File: config.mk
export PLATFORM = sky130hd
export DESIGN_NAME = regfile_port_arbiter
export DESIGN_NICKNAME = d
export VERILOG_FILES = /design/src/rtl/regfile_port_arbiter.sv
export SDC_FILE = /design/constraint.sdc
export NUM_CORES = 1
export LEC_CHECK = 0
export ABC_AREA = 1
export CORE_AREA = 5 5 132 134
export CTS_CLUSTER_SIZE = 20
export DETAILED_ROUTE_END_ITERATION = 12
export DIE_AREA = 0 0 137 139
export PLACE_DENSITY_LB_ADDON = 0.1
export SYNTH_ARGS = -nofsm -noshare
export SYNTH_HDL_FRONTEND = slang
export SYNTH_SLANG_ARGS = --single-unit
File: constraint.sdc
create_clock -name clk -period 2.55 [get_ports clk]
set_clock_uncertainty 0.05 [all_clocks]
set_input_delay 0.3825 -clock clk [delete_from_list [all_inputs] [get_ports clk]]
set_output_delay 0.3825 -clock clk [all_outputs]
set_load 0.05 [all_outputs]
File: src/rtl/regfile_port_arbiter.sv
// Arbitrates NREQ requesters onto a single-access 64x32 register file:
// writes win by default, a starvation counter forces a waiting read through.
module regfile_port_arbiter #(
   parameter int NREQ     = 3,
   parameter int MAX_WAIT = 4
) (
   input  logic                 clk,
   input  logic                 rst_n,
   input  logic [NREQ-1:0]      req_valid,
   input  logic [NREQ-1:0]      req_write,
   input  logic [6*NREQ-1:0]    req_rd,
   input  logic [6*NREQ-1:0]    req_rs,
   input  logic [6*NREQ-1:0]    req_rt,
   input  logic [32*NREQ-1:0]   req_data,
   output logic [NREQ-1:0]      req_ready,
   output logic [NREQ-1:0]      resp_valid,
   output logic [31:0]          resp_rs_data,
   output logic [31:0]          resp_rt_data,
   output logic                 rf_write,
   output logic [5:0]           rf_rd,
   output logic [5:0]           rf_rs,
   output logic [5:0]           rf_rt,
   output logic [31:0]          rf_data_in,
   input  logic [31:0]          rf_rs_out,
   input  logic [31:0]          rf_rt_out,
   output logic                 starve_force
);

   localparam int PW = (NREQ > 1) ? $clog2(NREQ) : 1;

   // Handshake: a command transfers in any cycle where req_valid[i] and
   // req_ready[i] are both high; the requester holds its fields until then.

   logic [PW-1:0]   rr_ptr;
   logic [3:0]      wait_cnt;
   logic [NREQ-1:0] resp_pending;

   logic [NREQ-1:0] w_set;
   logic [NREQ-1:0] r_set;
   logic [NREQ-1:0] cand;
   logic [NREQ-1:0] grant;
   logic [PW:0]     idx;
   logic [PW-1:0]   win_idx;
   logic            found;
   logic            force_rd;
   logic            pick_rd;
   logic            rd_grant;

   always_comb begin
      // Masking with rst_n keeps every command pin quiet while reset is held.
      w_set    = req_valid & req_write & {NREQ{rst_n}};
      r_set    = req_valid & ~req_write & {NREQ{rst_n}};
      force_rd = (wait_cnt == MAX_WAIT[3:0]) && (|r_set);
      pick_rd  = force_rd || (~(|w_set) && (|r_set));
      cand     = pick_rd ? r_set : w_set;
      found    = 1'b0;
      win_idx  = '0;
      idx      = '0;
      for (int k = 1; k <= NREQ; k++) begin
         idx = {1'b0, rr_ptr} + k[PW:0];
         if (idx >= NREQ[PW:0]) idx = idx - NREQ[PW:0];
         if (!found && cand[idx[PW-1:0]]) begin
            found   = 1'b1;
            win_idx = idx[PW-1:0];
         end
      end
      grant = '0;
      if (found) grant[win_idx] = 1'b1;
      rd_grant = found && pick_rd;
   end

   always_comb begin
      req_ready    = grant;
      rf_write     = found && !pick_rd;
      rf_rd        = '0;
      rf_data_in   = '0;
      rf_rs        = '0;
      rf_rt        = '0;
      starve_force = force_rd;
      if (found && !pick_rd) begin
         rf_rd      = req_rd[6*win_idx +: 6];
         rf_data_in = req_data[32*win_idx +: 32];
      end
      if (rd_grant) begin
         rf_rs = req_rs[6*win_idx +: 6];
         rf_rt = req_rt[6*win_idx +: 6];
      end
   end

   always_ff @(posedge clk or negedge rst_n) begin
      if (!rst_n) begin
         rr_ptr       <= PW'(NREQ - 1);
         wait_cnt     <= '0;
         resp_pending <= '0;
      end else begin
         if (found) rr_ptr <= win_idx;
         resp_pending <= rd_grant ? grant : '0;
         // Count only cycles where a reader was actually passed over for a writer.
         if (!(|r_set) || rd_grant)
            wait_cnt <= '0;
         else if (found && (wait_cnt != MAX_WAIT[3:0]))
            wait_cnt <= wait_cnt + 4'd1;
      end
   end

   assign resp_valid   = resp_pending;
   assign resp_rs_data = rf_rs_out;
   assign resp_rt_data = rf_rt_out;

endmodule
=== After elaboration in Yosys (flattened, before gate mapping) ===
Index checks and enable logic that the tools add are counted.

* Bits in registers: 9
* Bits in latches: 0
* Memory bits (writable): 0
* Bits in read-only memories: 0
* Input port bits: 222
* Output and inout port bits: 122
* Logic and storage cells: 74
* Memories kept: 0

* Add/sub/neg operators: 7
* Multiply operators: 1
* Divide/modulo/power cells: 0
* Order comparisons: 8
* Equal/unequal tests: 2
* Shifts and indexed selects: 4
* Multiplexer cells: 26
* Bitwise gates (word level): 6
* Reductions and logical operators: 17

{| class="wikitable"
|+ Operators with widths
! cell !! number
|-
| variable part select 96 x 8 -> 32 bit || 1
|-
| variable part select 18 x 6 -> 6 bit || 3
|-
| 2-to-1 mux 32 bit || 1
|-
| 2-to-1 mux 6 bit || 3
|-
| bitwise AND 3 bit || 4
|-
| < comparator 2 x 3 -> 1 bit, second input constant || 4
|-
| 2-to-1 mux 2 bit || 6
|-
| greater-or-equal comparator 3 x 2 -> 1 bit, second input constant || 3
|-
| 2-to-1 mux 3 bit || 3
|-
| logical AND 1 bit || 8
|-
| 2-to-1 mux 4 bit || 2
|-
| 2-to-1 mux 1 bit || 7
|-
| adder 2 x 2 -> 3 bit, second input constant || 2
|-
| binary-select mux 1 bit (select 2 bit) || 3
|-
| OR reduction 3 bit || 2
|-
| subtractor 2 bit, second input constant || 3
|-
| adder 4 x 1 -> 4 bit, second input constant || 1
|-
| equality test 4 x 3 -> 1 bit, second input constant || 1
|-
| zero test 1 bit || 4
|-
| multiplier 2 x 2 -> 4 bit, first input constant || 1
|-
| != test 4 x 3 -> 1 bit, second input constant || 1
|-
| adder 2 x 1 -> 3 bit, second input constant || 1
|-
| NOT 3 bit || 1
|-
| demux 1 bit (select 2 bit) || 1
|-
| other kinds (4) || 5
|}

=== Longest topological paths before layout ===
* Word-level depth: 22
* Mapped depth: 19
* Gate-level depth less buffers: 18

=== Worst setup path before layout ===
Ideal clock, no wire load.

* Kind: register -> output
* From: register wait_cnt[0]
* To: output rf_rs[4]
* Arrival time: 2.916 ns
* Required time: 2.118 ns
* Slack: -0.799 ns
* Stages on the path, launching flop included: 18
* Path buffers: 1
* Cell sequence: dfrtp_1 -> inv_1 -> ha_1 -> nand3_1 -> nand2_2 -> nand2_4 -> nand2_2 -> nand2_2 -> nand2_1 -> nand2_2 -> nand2_4 -> nand2_1 -> nand2_1 -> nand2_1 -> nand2_1 -> clkbuf_1 -> o21ai_0 -> o21ai_0

* Word-level cells in the longest chain between the ends: 16
* Elaborated cells between the ends (all ways): 24
* Those cells by class: 1 x mul; 1 x eq/ne; 1 x shift; 14 x mux; 7 x reduce/logical

{| class="wikitable"
|+ Ends and longest elaborated chain
! what !! RTL line !! text
|-
| start: declaration || 35 || <nowiki>logic [3:0] wait_cnt;</nowiki>
|-
| start signal: assignment || 102 || <nowiki>wait_cnt <= wait_cnt + 4'd1;</nowiki>
|-
| equality test 4 x 3 -> 1 bit (*) || 53 || <nowiki>force_rd = (wait_cnt == MAX_WAIT[3:0]) && (|r_set);</nowiki>
|-
| logical AND 1 bit (*) || 53 ||
|-
| logical OR 1 bit (*) || 54 || <nowiki>pick_rd = force_rd || (~(|w_set) && (|r_set));</nowiki>
|-
| 2-to-1 mux 3 bit || 55 || <nowiki>cand = pick_rd ? r_set : w_set;</nowiki>
|-
| binary-select mux 1 bit (select 2 bit) || 62 || <nowiki>if (!found && cand[idx[PW-1:0]]) begin</nowiki>
|-
| 2-to-1 mux 1 bit (not written as such) || 62 ||
|-
| 2-to-1 mux 1 bit || 62 ||
|-
| zero test 1 bit || 62 ||
|-
| logical AND 1 bit || 62 ||
|-
| 2-to-1 mux 1 bit || 62 ||
|-
| zero test 1 bit || 62 ||
|-
| logical AND 1 bit || 62 ||
|-
| 2-to-1 mux 2 bit || 62 ||
|-
| multiplier 2 x 2 -> 4 bit || 85 || <nowiki>rf_rs = req_rs[6*win_idx +: 6];</nowiki>
|-
| variable part select 18 x 6 -> 6 bit || 85 ||
|-
| 2-to-1 mux 6 bit (*) || 84 || <nowiki>if (rd_grant) begin</nowiki>
|-
| end: declaration || 21 || <nowiki>output logic [5:0] rf_rs,</nowiki>
|}

Mark *: on every way between the ends. The rest lies on a longest branch, timed or not. The select of a mux whose other input is x is not followed.

=== Final worst setup path ===
* From: register wait_cnt[1]
* To: output rf_data_in[5]

* Word-level cells in the longest chain between the ends: 15
* Elaborated cells between the ends (all ways): 24
* Those cells by class: 1 x eq/ne; 1 x shift; 14 x mux; 8 x reduce/logical

{| class="wikitable"
|+ Ends and longest elaborated chain
! what !! RTL line !! text
|-
| equality test 4 x 3 -> 1 bit (*) || 53 ||
|-
| logical AND 1 bit (*) || 53 ||
|-
| logical OR 1 bit (*) || 54 ||
|-
| 2-to-1 mux 3 bit || 55 ||
|-
| binary-select mux 1 bit (select 2 bit) || 62 ||
|-
| 2-to-1 mux 1 bit (not written as such) || 62 ||
|-
| 2-to-1 mux 1 bit || 62 ||
|-
| zero test 1 bit || 62 ||
|-
| logical AND 1 bit || 62 ||
|-
| 2-to-1 mux 1 bit || 62 ||
|-
| zero test 1 bit || 62 ||
|-
| logical AND 1 bit || 62 ||
|-
| 2-to-1 mux 2 bit or 2-to-1 mux 1 bit (tied branches) || 62 ||
|-
| variable part select 96 x 8 -> 32 bit or logical AND 1 bit (tied branches) || 82, 80 ||
|-
| 2-to-1 mux 32 bit (*) || 80 || <nowiki>if (found && !pick_rd) begin</nowiki>
|-
| end: declaration || 23 || <nowiki>output logic [31:0] rf_data_in,</nowiki>
|}

Marks and branches as above.

==> impl_metrics.tcl <==
set metrics [dict create \
    post-dp-hpwl_um 11360 \
    placed_cells 943 \
    clockRootBuffer "clkbuf_16" \
    cts_sinks 9 \
    status "finished, violations left" \
    drt-total-wl_um 15840 \
    grt_pass1_wl_um 22850 \
    final.setup.tns_ps -25450 \
    synth_top_family_by_area "simple AND/OR/NAND/NOR gates" \
    pin_count 344 \
    grt_pass1_vias 4128 \
    tightest_slew_ps 533.2 \
    grt_overflow 0 \
    ys_seq_elements 9 \
    die_h_um 139 \
    finalHoldViolCount 0 \
    synthFlopType "dfrtp_1" \
    antenna_left 0 \
    final_layout_size_suffix_gt1_frac 0.4466 \
    clkLatencyLatePin_ps 230 \
    reg2reg_depth 22 \
    cts_htree_levels 1 \
    synth_edf_count 0 \
    viasPerCell 4.258 \
    fp.dieW_um 137 \
    synthMuxAreaShare 0 \
    setup_violations 54 \
    hold_class "primary input to asynchronous set/reset pin" \
    cts_made_buffers 3 \
    synthAdderAreaFrac 0.02139 \
    first_pass_iters 6 \
    die_area_um2 19040 \
    worstPathRequired_ps 2120 \
    routedWlPerCell_um 16.17 \
    syn2layout_area_growth_pct 151.7 \
    crit_slowest_cell "dfrtp_1" \
    synth_compound_area_frac 0.08169 \
    violations "setup timing" \
    portBuffers 215 \
    drv_slew 0 \
    start_util 0.1809 \
    slew_headroom 0.6434 \
    dr_total_vias 4169 \
    fill_cells 1587 \
    utilization 0.4553 \
    antenna_found_initial 0 \
    drv_cap 0 \
    syn_area_per_cell_um2 5.280 \
    cts_tree "done" \
    num-nets-final 987 \
    crit_path_end_kind "primary output" \
    cp_cell_sequence "inv_2, ha_4, nand3_4, nand2_8, nand2_8, nand2_4, nand2_4, nand2_4, nand2_4, nand2_4, buf_6, nand4_1, nand2_8, buf_12, nand3_1, a21oi_4, buf_12" \
    synthesis.area_um2 2925 \
    finalNonFillerCells 979 \
    drcViolationCount 0 \
    synth_xor_area_frac 0 \
    post-route-period-util 1.200 \
    max_freq_ghz 0.3267 \
    crit_top_cell "nand2_4" \
    synth_cells 554 \
    antenna_cells 0 \
    crit_type "flip-flop to primary output" \
    yosysWarnings 0 \
    startpoint_type "flip-flop" \
    crit_fanout 14 \
    yosys.area_share.simple 0.4448 \
    syn_nets 781 \
    gp_congestion 0.7735 \
    synth_seq_area_share 0.07742 \
    ys_types 26 \
    synthArstFlopShare 1.000 \
    cp_data_arrival_time_ps 2630 \
    fp.coreArea_um2 16170 \
    setup_slack_ps -510.8 \
    max_stage_delay_ps 390 \
    clock_path_buffers 2 \
    rsz0062_at_grt "yes" \
    rows 47 \
    seqCellArea_um2 226.5 \
    drtIter0Drc 121 \
    whs_ps 153.9 \
    final.min_clock_period_ps 3061 \
    grt_max_degree 39 \
    cts.clk_slew.worst_paths_ps 40 \
    track_usage 0.1469 \
    multi_input_area_um2 2750 \
]
-- cells in the mapped netlist (5+ instances only) --
| master | count | share of area |
|---|---|---|
| a21oi_1 | 40 | 0.068 |
| buf_2 | 12 | 0.021 |
| buf_4 | 70 | 0.18 |
| buf_6 | 5 | 0.019 |
| clkbuf_1 | 5 | 0.0064 |
| dfrtp_1 | 8 | 0.068 |
| ha_1 | 5 | 0.021 |
| inv_1 | 112 | 0.14 |
| nand2_1 | 138 | 0.18 |
| nand2_2 | 5 | 0.011 |
| nand3_1 | 112 | 0.19 |
| nor2_1 | 9 | 0.012 |
| or2_1 | 10 | 0.021 |
-- kinds of logic after synthesis --
group	count (synthesis)
buffers and inverters	208
AO/OA/AOI/OAI	46
AND/OR/NAND/NOR	286
adder cells (fa/ha/maj)	5
flip-flops	9
-- worst max-delay path, delay by kind of cell, from the launching register on --
family | cells | cell delay, ps
flip-flops | 1 | 390
AND/OR/NAND/NOR | 11 | 1150
buffers and inverters | 4 | 520
adder cells (fa/ha/maj) | 1 | 150
AO/OA/AOI/OAI | 1 | 160
-- metrics by stage --
stage               cell area [um^2]  setup WS (ps)
global placement                6304         -748.4
floorplan                       3794         -43.23
detailed placement              6304         -827.4
finish                          7363         -510.8
CTS                             6927         -506.5
global route                    7363         -625.4
-- final timing paths --
| kind | startpoint | endpoint | slack (ps) |
|---|---|---|---|
| worst min-delay path | rst_n | rr_ptr[0]$_DFFE_PN0N_ | 150 |
| worst min register to register | wait_cnt[3]$_DFFE_PN0P_ | wait_cnt[3]$_DFFE_PN0P_ | 480 |
| max in group asynchronous | rst_n | rr_ptr[1]$_DFFE_PN1N_ | 2080 |
| worst max-delay path | wait_cnt[1]$_DFFE_PN0P_ | rf_data_in[5] | -510 |
| worst max register to register | wait_cnt[1]$_DFFE_PN0P_ | wait_cnt[2]$_DFFE_PN0P_ | 70 |
| min in group clk | wait_cnt[3]$_DFFE_PN0P_ | wait_cnt[3]$_DFFE_PN0P_ | 480 |
-- area by class of cell --
class,count,area share
Clock buffer,4,0.01071
Inverter,116,0.06236
Multi-Input combinational cell,337,0.3735
Sequential cell,9,0.03076
Tap cell,220,0.03738
Timing Repair Buffer,293,0.4853
-- per-layer routing --
| layer | track usage | vias to the layer above | part of all wire |
|---|---|---|---|
| li1 | - | 2049 | - |
| met1 | 0.1870 | 1946 | 0.41 |
| met2 | 0.2587 | 152 | 0.51 |
| met3 | 0.02939 | 22 | 0.072 |
| met4 | 0.02258 | 0 | 0.013 |
| met5 | 0 | - | 0 |
-- registers in the layout (all words and copies together) (netlist names) --
name,count
wait_cnt,4
resp_valid,3
rr_ptr,2
-- what timing repair did --
action                                  CTS  global route
setup buffers                            14             9
resized for setup                        80            75
endpoints found under the setup margin   60            60
cloned                                    6             4
pin swaps                                53            21
hold buffers                              0             0
-- layout by cell type (no fill, tap or decap), types with 2 or more instances in the layout --
| cell | synthesis | layout |
|---|---|---|
| or2_1 | 10 | 10 |
| nand4_1 | 3 | 3 |
| nand2_2 | 5 | 58 |
| a21oi_2 | 1 | 2 |
| buf_12 | 0 | 56 |
| inv_1 | 112 | 106 |
| buf_4 | 70 | 43 |
| nor3_1 | 2 | 2 |
| dfrtp_1 | 8 | 8 |
| inv_2 | 4 | 6 |
| nand2_1 | 138 | 71 |
| nand2_8 | 0 | 6 |
| dlygate4sd2_1 | 0 | 6 |
| buf_6 | 5 | 20 |
| clkbuf_16 | 0 | 6 |
| clkdlybuf4s50_1 | 0 | 153 |
| a21oi_4 | 0 | 38 |
| buf_16 | 0 | 6 |
| buf_8 | 0 | 5 |
| nand3_4 | 0 | 5 |
| ha_1 | 5 | 3 |
| nand2_4 | 2 | 10 |
| nand3_1 | 112 | 45 |
| nand3_2 | 2 | 64 |
| nor2_1 | 9 | 8 |
| ha_4 | 0 | 2 |
Power is left out: the tool's default activity adds up to more than one toggle a clock period on the data nets, which glitch-free logic cannot reach.
